==> config.mk <==
export PLATFORM = sky130hd
export DESIGN_NAME = imm_extend_pipe
export DESIGN_NICKNAME = d
export VERILOG_FILES = /design/src/rtl/imm_extend_pipe.sv
export SDC_FILE = /design/constraint.sdc
export NUM_CORES = 1
export LEC_CHECK = 0
export CORE_AREA = 2 2 102 104
export CTS_CLUSTER_SIZE = 20
export DETAILED_ROUTE_END_ITERATION = 12
export DIE_AREA = 0 0 104 106
export PLACE_DENSITY = 0.79
export REMOVE_ABC_BUFFERS = 1
export SYNTH_ARGS = -nofsm -noshare
export SYNTH_HDL_FRONTEND = slang
export SYNTH_SLANG_ARGS = --single-unit
export TNS_END_PERCENT = 10
==> constraint.sdc <==
create_clock -name clk -period 3.25 [get_ports clk]
set_clock_uncertainty 0.15 [all_clocks]
set_input_delay 0.4875 -clock clk [delete_from_list [all_inputs] [get_ports clk]]
set_output_delay 0.4875 -clock clk [all_outputs]
set_load 0.05 [all_outputs]
==> src/rtl/imm_extend_pipe.sv <==
// Registered immediate extender for the decode stage: five extension modes,
// valid/ready handshake with a one-entry skid buffer, illegal-select flag.
package imm_extend_pkg;
  typedef enum logic [2:0] {
    IMM_ZX8    = 3'b000,
    IMM_ZX12   = 3'b001,
    IMM_BRANCH = 3'b010,
    IMM_SX12   = 3'b011,
    IMM_ROT8   = 3'b100
  } imm_sel_e;
endpackage

module imm_extend_pipe
  import imm_extend_pkg::*;
#(
  parameter int INSTR_W  = 24,
  parameter int DATA_W   = 48,
  parameter int BR_SHIFT = 2
) (
  input  logic              clk,
  input  logic              reset,
  input  logic              flush,
  input  logic              in_valid,
  output logic              in_ready,
  input  logic [INSTR_W-1:0] Instr,
  input  logic [2:0]        ImmSrc,
  output logic              out_valid,
  input  logic              out_ready,
  output logic [DATA_W-1:0] ExtImm,
  output logic              ImmErr
);

  logic [DATA_W-1:0] zx8;
  logic [DATA_W-1:0] sx_instr;
  logic [4:0]        rot_amt;
  logic [DATA_W-1:0] ext_next;
  logic              err_next;

  logic              main_valid;
  logic [DATA_W-1:0] main_data;
  logic              main_err;
  logic              skid_valid;
  logic [DATA_W-1:0] skid_data;
  logic              skid_err;

  logic in_fire;
  logic main_free;

  assign zx8      = {{(DATA_W-8){1'b0}}, Instr[7:0]};
  assign sx_instr = {{(DATA_W-INSTR_W){Instr[INSTR_W-1]}}, Instr};
  assign rot_amt  = {Instr[11:8], 1'b0};

  // Rotation wraps across the full DATA_W; a zero amount makes the left
  // shift span the whole width, which yields zero and leaves the plain imm8.
  always_comb begin
    ext_next = '0;
    err_next = 1'b0;
    case (ImmSrc)
      IMM_ZX8:    ext_next = zx8;
      IMM_ZX12:   ext_next = {{(DATA_W-12){1'b0}}, Instr[11:0]};
      IMM_BRANCH: ext_next = sx_instr << BR_SHIFT;
      IMM_SX12:   ext_next = {{(DATA_W-12){Instr[11]}}, Instr[11:0]};
      IMM_ROT8:   ext_next = (zx8 >> rot_amt) | (zx8 << (DATA_W - int'(rot_amt)));
      default:    err_next = 1'b1;
    endcase
  end

  assign in_ready  = !skid_valid;
  assign in_fire   = in_valid && in_ready;
  assign main_free = !main_valid || out_ready;

  assign out_valid = main_valid;
  assign ExtImm    = main_data;
  assign ImmErr    = main_err;

  // NOTE: every state element uses non-blocking assignment so all registers
  // update from the same pre-edge values; data is only cleared by reset.
  always_ff @(posedge clk) begin
    if (!reset) begin
      main_valid <= 1'b0;
      main_data  <= '0;
      main_err   <= 1'b0;
      skid_valid <= 1'b0;
      skid_data  <= '0;
      skid_err   <= 1'b0;
    end else if (flush) begin
      main_valid <= 1'b0;
      skid_valid <= 1'b0;
    end else if (main_free) begin
      if (skid_valid) begin
        main_valid <= 1'b1;
        main_data  <= skid_data;
        main_err   <= skid_err;
        skid_valid <= 1'b0;
      end else if (in_fire) begin
        main_valid <= 1'b1;
        main_data  <= ext_next;
        main_err   <= err_next;
      end else begin
        main_valid <= 1'b0;
      end
    end else if (in_fire) begin
      // Main is held by the consumer: park the new result in the skid entry.
      skid_valid <= 1'b1;
      skid_data  <= ext_next;
      skid_err   <= err_next;
    end
  end

endmodule

After elaboration in Yosys (flattened, before gate mapping)
Cells that the tools add are included.
{"block": "op_classes", "n_addsub": 1, "n_eq_ne": 4, "reduce_logical": 11, "muxes": 8, "n_shift": 2, "bitwise_logic": 4}
{"op": "case mux 48 bit (5 select lines)", "n": 1}
{"op": "two-way mux 48 bit", "n": 2}
{"op": "OR 48 bit", "n": 1}
{"op": "left shift 8 x 32 -> 48 bit", "n": 1}
{"op": ">> shifter 8 x 5 -> 48 bit", "n": 1}
{"op": "subtractor 6 x 5 -> 7 bit, first input constant", "n": 1}
{"op": "== test 3 x 2 -> 1 bit, second input constant", "n": 2}
{"op": "AND reduction 3 bit", "n": 2}
{"op": "two-way mux 1 bit", "n": 5}
{"op": "OR reduction 5 bit", "n": 1}
{"op": "== test 3 x 1 -> 1 bit, second input constant", "n": 1}
{"op": "== test 3 bit, second input constant", "n": 1}
{"op": "zero test 3 bit", "n": 1}
{"op": "NOT 1 bit", "n": 3}
{"op": "OR reduction 3 bit", "n": 1}
{"op": "zero test 1 bit", "n": 2}
{"op": "nonzero test 2 bit", "n": 1}
{"op": "OR reduction 2 bit", "n": 1}
{"op": "logical AND 1 bit", "n": 1}
{"op": "logical OR 1 bit", "n": 1}
{"block": "word_totals", "elab_cells": 36, "regBits": 100}

Logic depth before layout (Yosys ltp)
{"block": "depth", "word_depth": 6, "mapped_depth": 10}

Least setup slack after synthesis
Ideal clock, no wire load.
{"block": "synth_timing", "path_type": "input -> register", "from": "input port Instr[8]", "to": "register main_data[15] (netlist: ExtImm[15])", "arrival_ns": 2.685, "t_required_ns": 2.977, "stages": 10, "setup_slack_ns": 0.292, "n_path_buf": 4, "path_cell_list": "clkbuf_1 -> clkbuf_1 -> inv_1 -> ha_1 -> clkbuf_1 -> clkbuf_1 -> mux2i_1 -> o22ai_1 -> a221oi_1 -> nor2_1"}
{"block": "synth_between", "elab_chain_cells": 6, "elab_cells_between_ends": 7}
{"element": "start, declared", "line_no": "25", "text": "input logic [INSTR_W-1:0] Instr,"}
{"element": "subtractor 6 x 5 -> 7 bit", "line_no": "63", "text": "IMM_ROT8: ext_next = (zx8 >> rot_amt) | (zx8 << (DATA_W - int'(rot_amt)));"}
{"element": "left shift 8 x 32 -> 48 bit", "line_no": "63"}
{"element": "OR 48 bit (*)", "line_no": "63"}
{"element": "case mux 48 bit (5 select lines) (*)", "line_no": "58", "text": "case (ImmSrc)"}
{"element": "two-way mux 48 bit (*)", "line_no": "95", "text": "end else if (in_fire) begin"}
{"element": "two-way mux 48 bit (*)", "line_no": "90", "text": "if (skid_valid) begin"}
{"element": "end signal, assigned", "line_no": "92", "text": "main_data <= skid_data;"}
{"element": "end signal, assigned", "line_no": "97", "text": "main_data <= ext_next;"}
{"element": "end, declared", "line_no": "40", "text": "logic [DATA_W-1:0] main_data;"}
Mark *: on every way between the ends. The rest lies on a longest branch, timed or not. The select of a mux whose other input is x is not followed.
A chain may end at the register's enable or synchronous reset.

Worst setup path in the final report
{"block": "layout_timing", "from": "input port Instr[9]", "to": "register main_data[44] (netlist: ExtImm[44])"}
The elaborated chain is that of the path after synthesis.

==> summary by stage <==
Worst setup path
The delay of the slowest cell on the worst path is 0.46 ns. The critical path in this run is classified as in -> reg. The critical path goes through clkdlybuf4s50_1 -> inv_1 -> ha_1 -> xor2_1 -> mux2i_1 -> a21o_1 -> nand2_1 -> a221oi_1. The data required time of the critical path is 3.39 ns. STA puts the critical path data arrival time at 2.91 ns. The worst setup path is launched from an input port. The most critical setup path has its startpoint at Instr[9]. The cell type of the slowest stage on the worst timing path is sky130_fd_sc_hd__xor2_1.

The number of buffers and inverters on the critical path is 2. Along the worst path, the maximum fanout reaches 6. In this run the critical register-to-register path is launched from out_valid. The kind of cell adding the most delay to the critical path is buffers and inverters. STA classifies the critical path endpoint as a register.

Timing
The final critical path takes up 85.3% of the cycle. Setup violations remaining at the end of the flow were counted as 0. The relative max-transition margin is 41.2%. The max-slew violation total from the final report was 0. Setup repair after global routing left no endpoint under its margin. The highest clock frequency the design can meet is 361 MHz.

Subtracting the final worst setup slack from the clock period gives 2.77 ns. The slew at the pin closest to its max-slew limit is 0.879 ns. The hold violation total from the final report is 0.

Floorplan
The floorplan step defined a die boundary enclosing 11,000 µm². The die span in x is 104 µm. The count of pins on the block boundary is 83. The area of the placeable core is 10000 µm².

After floorplanning, the core was divided into 37 placement rows. Once the floorplan was initialized, standard cells occupied 52.3% of the core. In this run the vertical extent of the chip is 106 µm.

GRT
The first global-routing pass estimated 27,600 µm of wire. The maximum number of pins on one net before global-route repair is 63. After global routing the overflow that remains totals 0.

The number of global-route vias before repair is 5,399. The total routing resource utilization after global routing is 31.1%. The initial antenna violation count is 0.

Power and ir drop
The proportion of total power due to net switching is 31.2%. The leakage dissipation is 2.26 nW. The clock network is responsible for 30.5% of the overall power. The power share of the sequential group is 47.5%. IR analysis of the VDD net gives a maximum drop of 0.217 mV. Per report_power, the combinational group accounts for 22.0% of the total.

The design internal power is 1.85 mW. In this run the power spent charging and discharging nets is 842 µW. The ratio of total power to cell area is 416 nW/µm². The overall power is 2.70 mW.

Clock tree
The clock tree from TritonCTS is yes. The total number of H-tree levels is 3. The number of setup buffers added after CTS is 0.

Clock tree synthesis inserted a total of 9 buffers. The number of gates given a new drive strength after cts is 0. The register clock-pin slew on the reported worst setup and hold paths is 0.10 ns. The maximum buffer depth of the clock tree is 2. The count of hold buffers inserted by post-cts repair is 0. In this run the clock root is driven by a sky130_fd_sc_hd__clkbuf_8. The clock latency at the later pin of the worst-skew pair is 0.38 ns. The clock drives 100 sinks.

Detailed routing
The final layout contains routed wiring with a total length of 17,000 µm. After detailed routing, the number of remaining DRC violations is 0. The via count is 5,614. The ratio of routed vias to standard cells is 6.34. In this run the remaining antenna-violating nets after routing total 0. The starting DRC count in detailed routing is 419. In the final routed layout, each cell accounts on average for 19.2 µm.

The count of TritonRoute iterations in the first routing pass is 7.

Synth
The mean instance size in the synthesized netlist is 7.74 µm². The synthesized netlist occupies a cell area of 5230 µm². The area fraction of the dominant cell type after synthesis is 38.3%. The portion of the post-synthesis area used by sequential elements is 38.3%. Yosys mapped a number of flops with a built-in enable equal to 0. The cell count after synthesis came out at 675. Of all cell types, the one taking the most synthesized area is sky130_fd_sc_hd__dfxtp_1. The flip-flop cell with the highest count after synthesis is sky130_fd_sc_hd__dfxtp_1.

Synthesis instantiated 62 different standard cells from the library. By count the netlist is led by sky130_fd_sc_hd__dfxtp_1, sky130_fd_sc_hd__a21oi_1, sky130_fd_sc_hd__o21ai_0. The Yosys step of the flow raised 0 warnings. In the synthesized netlist the async set-or-reset flop fraction comes to 0%. The most common cell in the synthesized netlist is sky130_fd_sc_hd__dfxtp_1. After synthesis, the cell types taking the most area are sky130_fd_sc_hd__dfxtp_1, sky130_fd_sc_hd__a21oi_1, sky130_fd_sc_hd__o21ai_0. The number of flip-flops and latches in the synthesized netlist is 100.

Worst hold path
The worst hold path belongs to the class reg -> reg. The source of the worst hold timing path is skid_data[2].

Layout
The multi-input combinational cells in the finished layout cover a total of 2960 µm². In the final layout, the share of cells above drive strength 1 is 10.0%. In the final layout, flip-flops and latches occupy 2000 µm².

Compared with the post-synthesis result, the final layout area differs by 23.9%. For this run, the post-layout net count is 778. The repair_antennas step left the layout with diodes totalling 0. The final cell count without fillers is 886. The fill cell instance count of the final layout is 885.

Placement
Port buffering added 82 buffers. The congestion estimate from routability-driven global placement came to 0.972. The number of placed instances, taps included, is 870. Once detailed placement completed, the half-perimeter wirelength came to 11,800 µm.

Run status
The run finished with clean final reports.

Flow run
The number of max-capacitance violations reported is 0.
kinds of logic (layout without fill, tap and decap cells):
family | after synthesis | after routing | synth area share (%)
adder cells (fa/ha/maj) | 1 | 1 | 0.239
XOR/XNOR | 2 | 2 | 0.335
buffers and inverters | 67 | 142 | 5.12
multiplexers | 25 | 25 | 5.00
AND/OR/NAND/NOR | 217 | 217 | 20.0
AO/OA/AOI/OAI | 263 | 263 | 31.0
flip-flops | 100 | 100 | 38.3
cells in the final DEF (no fill, tap or decap), drive strengths merged, types with 10 or more instances in the layout:
cell type      netlist  final
nor2                49     49
a21oi               92     92
dfxtp              100    100
clkdlybuf4s50        0     80
nand2b              11     11
nand2               63     63
nand3               20     20
buf                  8     39
clkbuf              52     11
mux2i               16     16
a31oi               11     11
or3                 10     10
nor3                30     30
o21ai               79     79
a221oi              12     12
path summary, 6_finish.rpt:
kind	end	slack, ns	depth (start not counted)
worst max-delay path	ExtImm[44]	0.48	8
worst max register to register	ExtImm[40]	1.09	6
worst min register to register	skid_data[2]	0.31	2
worst min-delay path	skid_data[2]	0.31	2
metrics by stage:
stage / worst slack [ns] / setup TNS [ns] / area [µm²] / hold slack [ns] / util [%]
floorplan: -1.52 / -49.85 / 4980 / 0.282 / -
global placement: 0.221 / 0 / 6270 / 0.289 / 62.8
detailed placement: 0.129 / 0 / 6270 / 0.297 / 62.8
CTS: 0.508 / 0 / 6480 / 0.310 / 64.8
global route: 0.273 / 0 / 6480 / 0.331 / 64.8
finish: 0.477 / 0 / 6480 / 0.310 / 64.8
worst min-delay path, cell delays in order, from the launching register on:
cell                      delay [ns]
sky130_fd_sc_hd__dfxtp_1        0.32
sky130_fd_sc_hd__nand2_1        0.05
sky130_fd_sc_hd__a21oi_1        0.05
sequential cells by signal (all words and copies together) (netlist names):
signal / cells
ExtImm: 48
skid_valid: 1
ImmErr: 1
out_valid: 1
skid_err: 1
skid_data: 48
cell type report:
type	count	share of cell area, %
Clock buffer	11	2.18
Inverter	7	0.406
Timing Repair Buffer	119	17.2
Sequential cell	100	30.9
Multi-Input combinational cell	508	45.7
Tap cell	136	2.63
Clock inverter	5	0.927
power by group through the flow:
stage / registers, mW / logic (mW) / clock network (mW)
after detailed placement: 1.31 / 0.581 / 0
after floorplan: 1.41 / 0.229 / 0
after global placement: 1.31 / 0.576 / 0
final: 1.28 / 0.592 / 0.822
after CTS: 1.28 / 0.584 / 0.826
after global routing: 1.29 / 0.629 / 0.879
per-layer routing:
layer	share of wire, %	global-route usage (%)
met1	44	42.1
met2	46	49.9
met3	7.6	4.78
met4	2.3	12.6
met5	0	0
Note: power is estimated with default switching activity, not from simulation.
